`config.mk`:
```
export PLATFORM = sky130hd
export DESIGN_NAME = alu_64bit
export DESIGN_NICKNAME = d
export VERILOG_FILES = /design/src/rtl/alu64_pkg.sv /design/src/rtl/alu64_shifter.sv /design/src/rtl/alu_64bit.sv
export SDC_FILE = /design/constraint.sdc
export NUM_CORES = 1
export LEC_CHECK = 0
export BUFFER_PORTS_ARGS = -buffer_cell sky130_fd_sc_hd__buf_2
export CAP_MARGIN = 20
export CORE_MARGIN = 3
export CORE_UTILIZATION = 38
export DETAILED_ROUTE_END_ITERATION = 8
export SLEW_MARGIN = 10
export SYNTH_ARGS = -nofsm -noshare
export SYNTH_HDL_FRONTEND = slang
export SYNTH_SLANG_ARGS = --single-unit
```
`constraint.sdc`:
```
create_clock -name clk -period 3 [get_ports clk]
set_clock_uncertainty 0.05 [all_clocks]
set_input_delay 0.6 -clock clk [delete_from_list [all_inputs] [get_ports clk]]
set_output_delay 0.6 -clock clk [all_outputs]
set_load 0.02 [all_outputs]
```
`src/rtl/alu64_pkg.sv`:
```
// Shared constants for the 64-bit EX-stage ALU: data width, opcode encodings
// ({inst[30], funct3}) and shifter mode selects.
package alu64_pkg;

   localparam int unsigned DATA_W = 64;

   localparam logic [3:0] OP_ADD  = 4'b0000;
   localparam logic [3:0] OP_SUB  = 4'b1000;
   localparam logic [3:0] OP_SLL  = 4'b0001;
   localparam logic [3:0] OP_SLT  = 4'b0010;
   localparam logic [3:0] OP_SLTU = 4'b0011;
   localparam logic [3:0] OP_XOR  = 4'b0100;
   localparam logic [3:0] OP_SRL  = 4'b0101;
   localparam logic [3:0] OP_SRA  = 4'b1101;
   localparam logic [3:0] OP_OR   = 4'b0110;
   localparam logic [3:0] OP_AND  = 4'b0111;

   localparam logic [1:0] SH_SLL = 2'd0;
   localparam logic [1:0] SH_SRL = 2'd1;
   localparam logic [1:0] SH_SRA = 2'd2;

endpackage

```
`src/rtl/alu64_shifter.sv`:
```
// Combinational 64-bit barrel shifter (SLL/SRL/SRA). Only instantiated when
// ALU64_SHIFT_EN is defined.
module alu64_shifter
   import alu64_pkg::*;
(
   input  logic [DATA_W-1:0] a,
   input  logic [5:0]        shamt,
   input  logic [1:0]        mode,
   output logic [DATA_W-1:0] y
);

   always_comb begin
      y = '0;
      case (mode)
         SH_SLL:  y = a << shamt;
         SH_SRL:  y = a >> shamt;
         SH_SRA:  y = $signed(a) >>> shamt;
         default: y = '0;
      endcase
   end

endmodule

```
`src/rtl/alu_64bit.sv`:
```
// 64-bit EX-stage ALU with one-cycle registered result and carry/overflow/zero flags.
// Shift opcodes are implemented only when ALU64_SHIFT_EN is defined.
module alu_64bit
   import alu64_pkg::*;
(
   input  logic              clk,
   input  logic              reset,
   input  logic              in_valid,
   input  logic [DATA_W-1:0] a,
   input  logic [DATA_W-1:0] b,
   input  logic [3:0]        opcode,
   output logic              out_valid,
   output logic [DATA_W-1:0] result,
   output logic              carry,
   output logic              overflow,
   output logic              zero
);

   logic              is_sub;
   logic [DATA_W-1:0] b_eff;
   logic [DATA_W:0]   sum;
   logic              add_ovf;
   logic              slt;
   logic              sltu;

   logic [DATA_W-1:0] result_d, result_q;
   logic              carry_d, carry_q;
   logic              ovf_d, ovf_q;
   logic              valid_q;

   // SUB reuses the adder as a + ~b + 1, so carry-out means "no borrow".
   assign is_sub  = (opcode == OP_SUB);
   assign b_eff   = is_sub ? ~b : b;
   assign sum     = {1'b0, a} + {1'b0, b_eff} + {{DATA_W{1'b0}}, is_sub};
   assign add_ovf = (a[DATA_W-1] == b_eff[DATA_W-1]) && (sum[DATA_W-1] != a[DATA_W-1]);
   assign slt     = $signed(a) < $signed(b);
   assign sltu    = a < b;

`ifdef ALU64_SHIFT_EN
   logic [1:0]        sh_mode;
   logic [DATA_W-1:0] sh_y;

   always_comb begin
      sh_mode = SH_SLL;
      case (opcode)
         OP_SRL:  sh_mode = SH_SRL;
         OP_SRA:  sh_mode = SH_SRA;
         default: sh_mode = SH_SLL;
      endcase
   end

   alu64_shifter u_shifter (
      .a     (a),
      .shamt (b[5:0]),
      .mode  (sh_mode),
      .y     (sh_y)
   );
`endif

   always_comb begin
      result_d = '0;
      carry_d  = 1'b0;
      ovf_d    = 1'b0;
      case (opcode)
         OP_ADD, OP_SUB: begin
            result_d = sum[DATA_W-1:0];
            carry_d  = sum[DATA_W];
            ovf_d    = add_ovf;
         end
         OP_SLT:  result_d = {{(DATA_W-1){1'b0}}, slt};
         OP_SLTU: result_d = {{(DATA_W-1){1'b0}}, sltu};
         OP_XOR:  result_d = a ^ b;
         OP_OR:   result_d = a | b;
         OP_AND:  result_d = a & b;
`ifdef ALU64_SHIFT_EN
         OP_SLL, OP_SRL, OP_SRA: result_d = sh_y;
`endif
         default: ;
      endcase
   end

   always_ff @(posedge clk or negedge reset) begin
      if (!reset) begin
         result_q <= '0;
         carry_q  <= 1'b0;
         ovf_q    <= 1'b0;
         valid_q  <= 1'b0;
      end else begin
         valid_q <= in_valid;
         if (in_valid) begin
            result_q <= result_d;
            carry_q  <= carry_d;
            ovf_q    <= ovf_d;
         end
      end
   end

   assign out_valid = valid_q;
   assign result    = result_q;
   assign carry     = carry_q;
   assign overflow  = ovf_q;
   assign zero      = (result_q == '0);

endmodule

```
[Word level (Yosys, flattened, before mapping)]
Index checks and enable logic that the tools add are counted.
Cells by class
  add/sub/neg operators: 2
  $lt $le $gt $ge: 2
  equal/unequal tests: 8
  muxes and demuxes: 4
  bitwise operators: 4
  reductions and logical operators: 4
Operators with widths (count)
  one-hot mux 64 bit (6 select lines): 1
  < comparator 64 bit: 2
  adder 64 x 64 -> 65 bit: 1
  adder 65 x 1 -> 65 bit: 1
  AND 64 bit: 1
  logical NOT 64 bit: 1
  two-way mux 64 bit: 1
  NOT 64 bit: 1
  bitwise OR 64 bit: 1
  bitwise XOR 64 bit: 1
  == test 4 x 3 -> 1 bit (second input constant): 3
  == test 4 x 2 -> 1 bit (second input constant): 2
  == test 4 bit (second input constant): 1
  logical NOT 4 bit: 1
  two-way mux 1 bit: 2
  OR reduction 2 bit: 1
  == test 1 bit: 1
  logical AND 1 bit: 1
  inequality test 1 bit: 1
Storage, ports and cells
  bits in registers: 67
  input bits: 135
  output and inout port bits: 68

[Logic depth before layout (Yosys ltp)]
  depth after elaboration: 7
  depth in mapped cells: 17

[Worst setup path before layout]
No wires, ideal clock.
  kind: input to register
  start point: input opcode[1]
  end point: register result_q[58], in the netlist result[58]
  library setup time: 0.072 ns
  arrival time: 4.379 ns
  setup slack: -1.500 ns
  stages: 16
  cell sequence: buf_6 -> or4b_4 -> clkbuf_1 -> clkbuf_1 -> xnor2_1 -> ha_1 -> a21oi_1 -> nor3b_1 -> o31a_1 -> a211oi_2 -> a211oi_1 -> o211ai_1 -> o211ai_1 -> a31o_2 -> or4_1 -> nand3_1
On the way
  word-level cells in the longest chain between the ends: 5
Ends and longest elaborated chain
  start, declared: RTL line alu_64bit.sv:11  | input logic [3:0] opcode,
  == test 4 bit: RTL line alu_64bit.sv:32, alu_64bit.sv:64
  two-way mux 64 bit: RTL line alu_64bit.sv:33  | assign b_eff = is_sub ? ~b : b;
  adder 64 x 64 -> 65 bit: RTL line alu_64bit.sv:34  | assign sum = {1'b0, a} + {1'b0, b_eff} + {{DATA_W{1'b0}}, is_sub};
  adder 65 x 1 -> 65 bit: RTL line alu_64bit.sv:34
  one-hot mux 64 bit (6 select lines) (*): RTL line alu_64bit.sv:64  | case (opcode)
  end signal, assigned: RTL line alu_64bit.sv:91  | result_q <= result_d;
  end, declared: RTL line alu_64bit.sv:26  | logic [DATA_W-1:0] result_d, result_q;
Every way passes the cells marked *; elsewhere a longest branch is shown, timed or not.
A chain may end at the register's enable or synchronous reset.

[Final worst setup path]
  start point: input opcode[1]
  end point: register result_q[63], in the netlist result[63]
The elaborated chain is that of the path after synthesis.

==> metrics.log <==
INFO  metric outcome = complete, but fails checks
INFO  metric violations = negative setup slack
INFO  metric use_met2 = 44.5%
INFO  metric dp_hpwl = 38.0 mm
INFO  metric synth-edff-count = 0
INFO  metric drive_above_1_share = 43.6%
INFO  metric syn_area = 11900 um^2
INFO  metric grt_overflow_total = 0
INFO  metric peakVddDrop = 274 uV
INFO  metric cp_cell_sequence = buf_6 -> or4b_4 -> clkbuf_16 -> xnor2_2 -> ha_1 -> a21oi_2 -> o211ai_1 -> a211oi_2 -> a211o_1 -> nand3_4 -> a311oi_4 -> nor3_4 -> or3_1 -> a31o_2
INFO  metric multi_input_area = 10700 um^2
INFO  metric max_stage_delay = 0.65 ns
INFO  metric timing.critical_path.required = 3.18 ns
INFO  metric drt-pass1-iter-count = 5
INFO  metric end_kind = flip-flop
INFO  metric yosysSeqAreaShare = 14.1%
INFO  metric finalPower = 5.69 mW
INFO  metric cts-root-to-sink-buffers = 2
INFO  metric die_width = 183 um
INFO  metric crit_fanout = 12
INFO  metric relSlewSlack = 59.8%
INFO  metric worstSetupPathType = input pin to flip-flop
INFO  metric timing.rr.start = result[58]
INFO  metric placedCellCount = 2492
INFO  metric cts_tree = done
INFO  metric grt_pass1_wl = 73.1 mm
INFO  metric final_cells = 2536
INFO  metric timing.final.crit_share = 135%
INFO  metric yosys-top-cells-count = sky130_fd_sc_hd__ha_1 (268), sky130_fd_sc_hd__inv_1 (163), sky130_fd_sc_hd__a21oi_1 (110), sky130_fd_sc_hd__nand2_1 (109), sky130_fd_sc_hd__xnor2_1 (94)
INFO  metric yosys_most_used_dff = sky130_fd_sc_hd__dfrtp_1
INFO  metric ff_latch_area = 1680 um^2
INFO  metric synth.net_count = 1899
INFO  metric grt_max_degree = 51
INFO  metric cell_types_with_the_largest_area_share_after_synthesis = sky130_fd_sc_hd__ha_1 (28%), sky130_fd_sc_hd__dfrtp_1 (14%), sky130_fd_sc_hd__xnor2_1 (6.9%), sky130_fd_sc_hd__inv_1 (5.1%), sky130_fd_sc_hd__a221oi_1 (4.6%)
INFO  metric fmax = 248 MHz
INFO  metric ff2ff_path_depth = 3
INFO  metric setup_viol = 61
INFO  metric area_delta_synth_final = 58.2%
INFO  metric grt_setup_unrepaired = true
INFO  metric die_span_in_y = 183 um
INFO  metric hp-class = input pin to async pin
INFO  metric synth-seq-cells = 67
INFO  metric floorplan.initialDensity = 38.7%
INFO  metric library_cell_with_the_largest_summed_area_after_synthesis = sky130_fd_sc_hd__ha_1
INFO  metric worst-path-buf-inv = 2
INFO  metric finalMaxSlewViolations = 0
INFO  metric cts_made_buffers = 9
INFO  metric num-nets-final = 2536
INFO  metric period_minus_slack = 4.04 ns
INFO  metric critical-path-top-delay-family = compound AO/OA/AOI/OAI gates
INFO  metric core-area = 30700 um^2
INFO  metric detail_route.drc_violations = 0
INFO  metric clock_latency = 0.35 ns
INFO  metric number_of_distinct_standard_cells_referenced_by_the_synthesized_netlist = 70
INFO  metric synth_cells = 1495
INFO  metric yosys.area.top_type_share = 28.2%
INFO  metric power_density = 302 nW/um^2
INFO  metric hold_viol_final = 0
INFO  metric post_synth_arst_share = 100%
INFO  metric worstReg2RegEnd = result[58]
INFO  metric buffer_ports.inserted = 202
INFO  metric start_kind = input pin
INFO  metric fraction_of_met1_tracks_used_by_global_routing = 37.1%
INFO  metric synth_most_common_cell = sky130_fd_sc_hd__ha_1
INFO  metric rows = 64
INFO  metric crit_slowest_cell = sky130_fd_sc_hd__or4b_4
INFO  metric max_cap_violations = 0
INFO  metric syn_area_per_cell = 7.95 um^2
INFO  metric grt_util_met3 = 4.05%
INFO  metric max_slew.worst_pin.slew = 0.603 ns
INFO  metric final_critical_path_setup_slack = -1.04 ns
INFO  metric grt_use_total = 27.3%
INFO  metric wl = 49.0 mm
INFO  metric route.detailed.vias_per_inst = 5.52
INFO  metric routed-via-count = 13990
INFO  metric clock_pin_slew_on_the_worst_setup_and_hold_paths = 0.07 ns
INFO  metric clkSinkCount = 67
INFO  metric initial_antenna_violation_count = 2
INFO  metric clock_tree.htree_level_count = 3
INFO  metric wl_per_cell = 19.3 um
INFO  metric crit_start = opcode[1]
INFO  metric fp.dieArea = 33400 um^2
INFO  metric vias_in_the_first_global_route = 13568
INFO  metric synth_warnings = 0
INFO  metric drt-initial-drc-count = 1004
INFO  metric place_congestion = 0.934
INFO  metric worstPathArrival = 4.22 ns
INFO  metric num-fill-cells = 2676
INFO  metric cts_hold_bufs = 0
INFO  metric static-leakage-power = 9.65 nW
INFO  metric internal_reg_to_reg_setup_slack = 1.81 ns
INFO  metric final_antenna_net_count = 0
INFO  metric gr-max-usage-layer = met2
INFO  metric clock-root-buffer = sky130_fd_sc_hd__clkbuf_16
INFO  metric final_layout_worst_hold_slack = 0.163 ns
INFO  metric io-pin-count = 203
==> report_power, final <==
group / total (mW) / switching [mW] / internal (mW)
sequential: 1.04 / 0.0753 / 0.965
combinational: 3.58 / 1.85 / 1.73
clock: 1.07 / 0.467 / 0.600
==> layout make-up <==
| class | count | area share [%] |
|---|---|---|
| diodes | 3 | 0.0399 |
| clock buffers | 11 | 1.34 |
| clock inverters | 5 | 0.146 |
| inverters | 163 | 3.27 |
| multi-input cells | 1194 | 57.1 |
| flip-flops and latches | 67 | 8.92 |
| well taps | 396 | 2.64 |
| repair buffers | 697 | 26.6 |
==> flip-flops by register name, summed over array words and instances (netlist names) <==
signal,cells
carry,1
overflow,1
out_valid,1
result,64
==> worst max-delay path by stage <==
stage                       endpoint  slack, ns  cells after the start
after floorplan           result[58]      -1.13                     16
after global placement    result[35]      -1.37                     17
after detailed placement  result[63]      -1.46                     16
after CTS                 result[59]      -1.01                     15
after global routing      result[61]      -1.15                     16
final                     result[63]      -1.04                     14
==> through the flow <==
stage	util, %	TNS (ns)	worst slack [ns]	cell area, um^2
global placement	54.9	-66.20	-1.37	16900
global route	61.1	-52.08	-1.15	18800
CTS	56.8	-41.62	-1.01	17500
floorplan	-	-43.06	-1.13	12100
finish	61.1	-45.74	-1.04	18800
detailed placement	54.9	-69.92	-1.46	16900
==> placed cells by master (no fill, tap or decap), drive strengths merged, types with 4 or more instances in the layout <==
cell type,instances
a22oi,4
and3,5
nand3,15
or2,4
a31oi,9
dfrtp,67
o221ai,34
a21oi,111
nand2b,11
o41ai,5
o21bai,23
inv,163
ha,268
o31ai,9
a221oi,63
nand4,27
nor3,19
o21ai,71
nor2,85
or4,6
clkinv,4
nor3b,5
clkbuf,15
o21a,9
and2,6
o211ai,10
xor2,24
a21o,30
mux2i,4
a211oi,11
nor2b,25
nand2,109
o2bb2ai,26
nor4,33
xnor2,94
buf,693
==> kinds of logic (layout without fill, tap and decap cells) <==
family / after synthesis / count (layout) / share of synthesized area [%]
other cells: 0 / 3 / 0
flops: 67 / 67 / 14.1
xor+xnor: 118 / 118 / 8.69
simple gates: 360 / 360 / 15.0
buf+inv: 234 / 876 / 7.47
compound gates: 443 / 443 / 26.0
fa+ha+maj: 269 / 269 / 28.4
mux: 4 / 4 / 0.337
==> repair_timing <==
item	4_1_cts	5_1_grt
gates resized for setup	53	210
pin swaps	12	86
setup endpoints to repair	62	63
buffers inserted	6	22
cloned	0	2
==> metal layers <==
layer | part of all wire (%) | wire, um | up-vias
li1 | - | - | 6665
met1 | 44 | 21700 | 6744
met2 | 46 | 22700 | 493
met3 | 6.2 | 3040 | 88
met4 | 3.3 | 1620 | 0
met5 | 0 | 0 | -
Note: power is estimated with default switching activity, not from simulation.
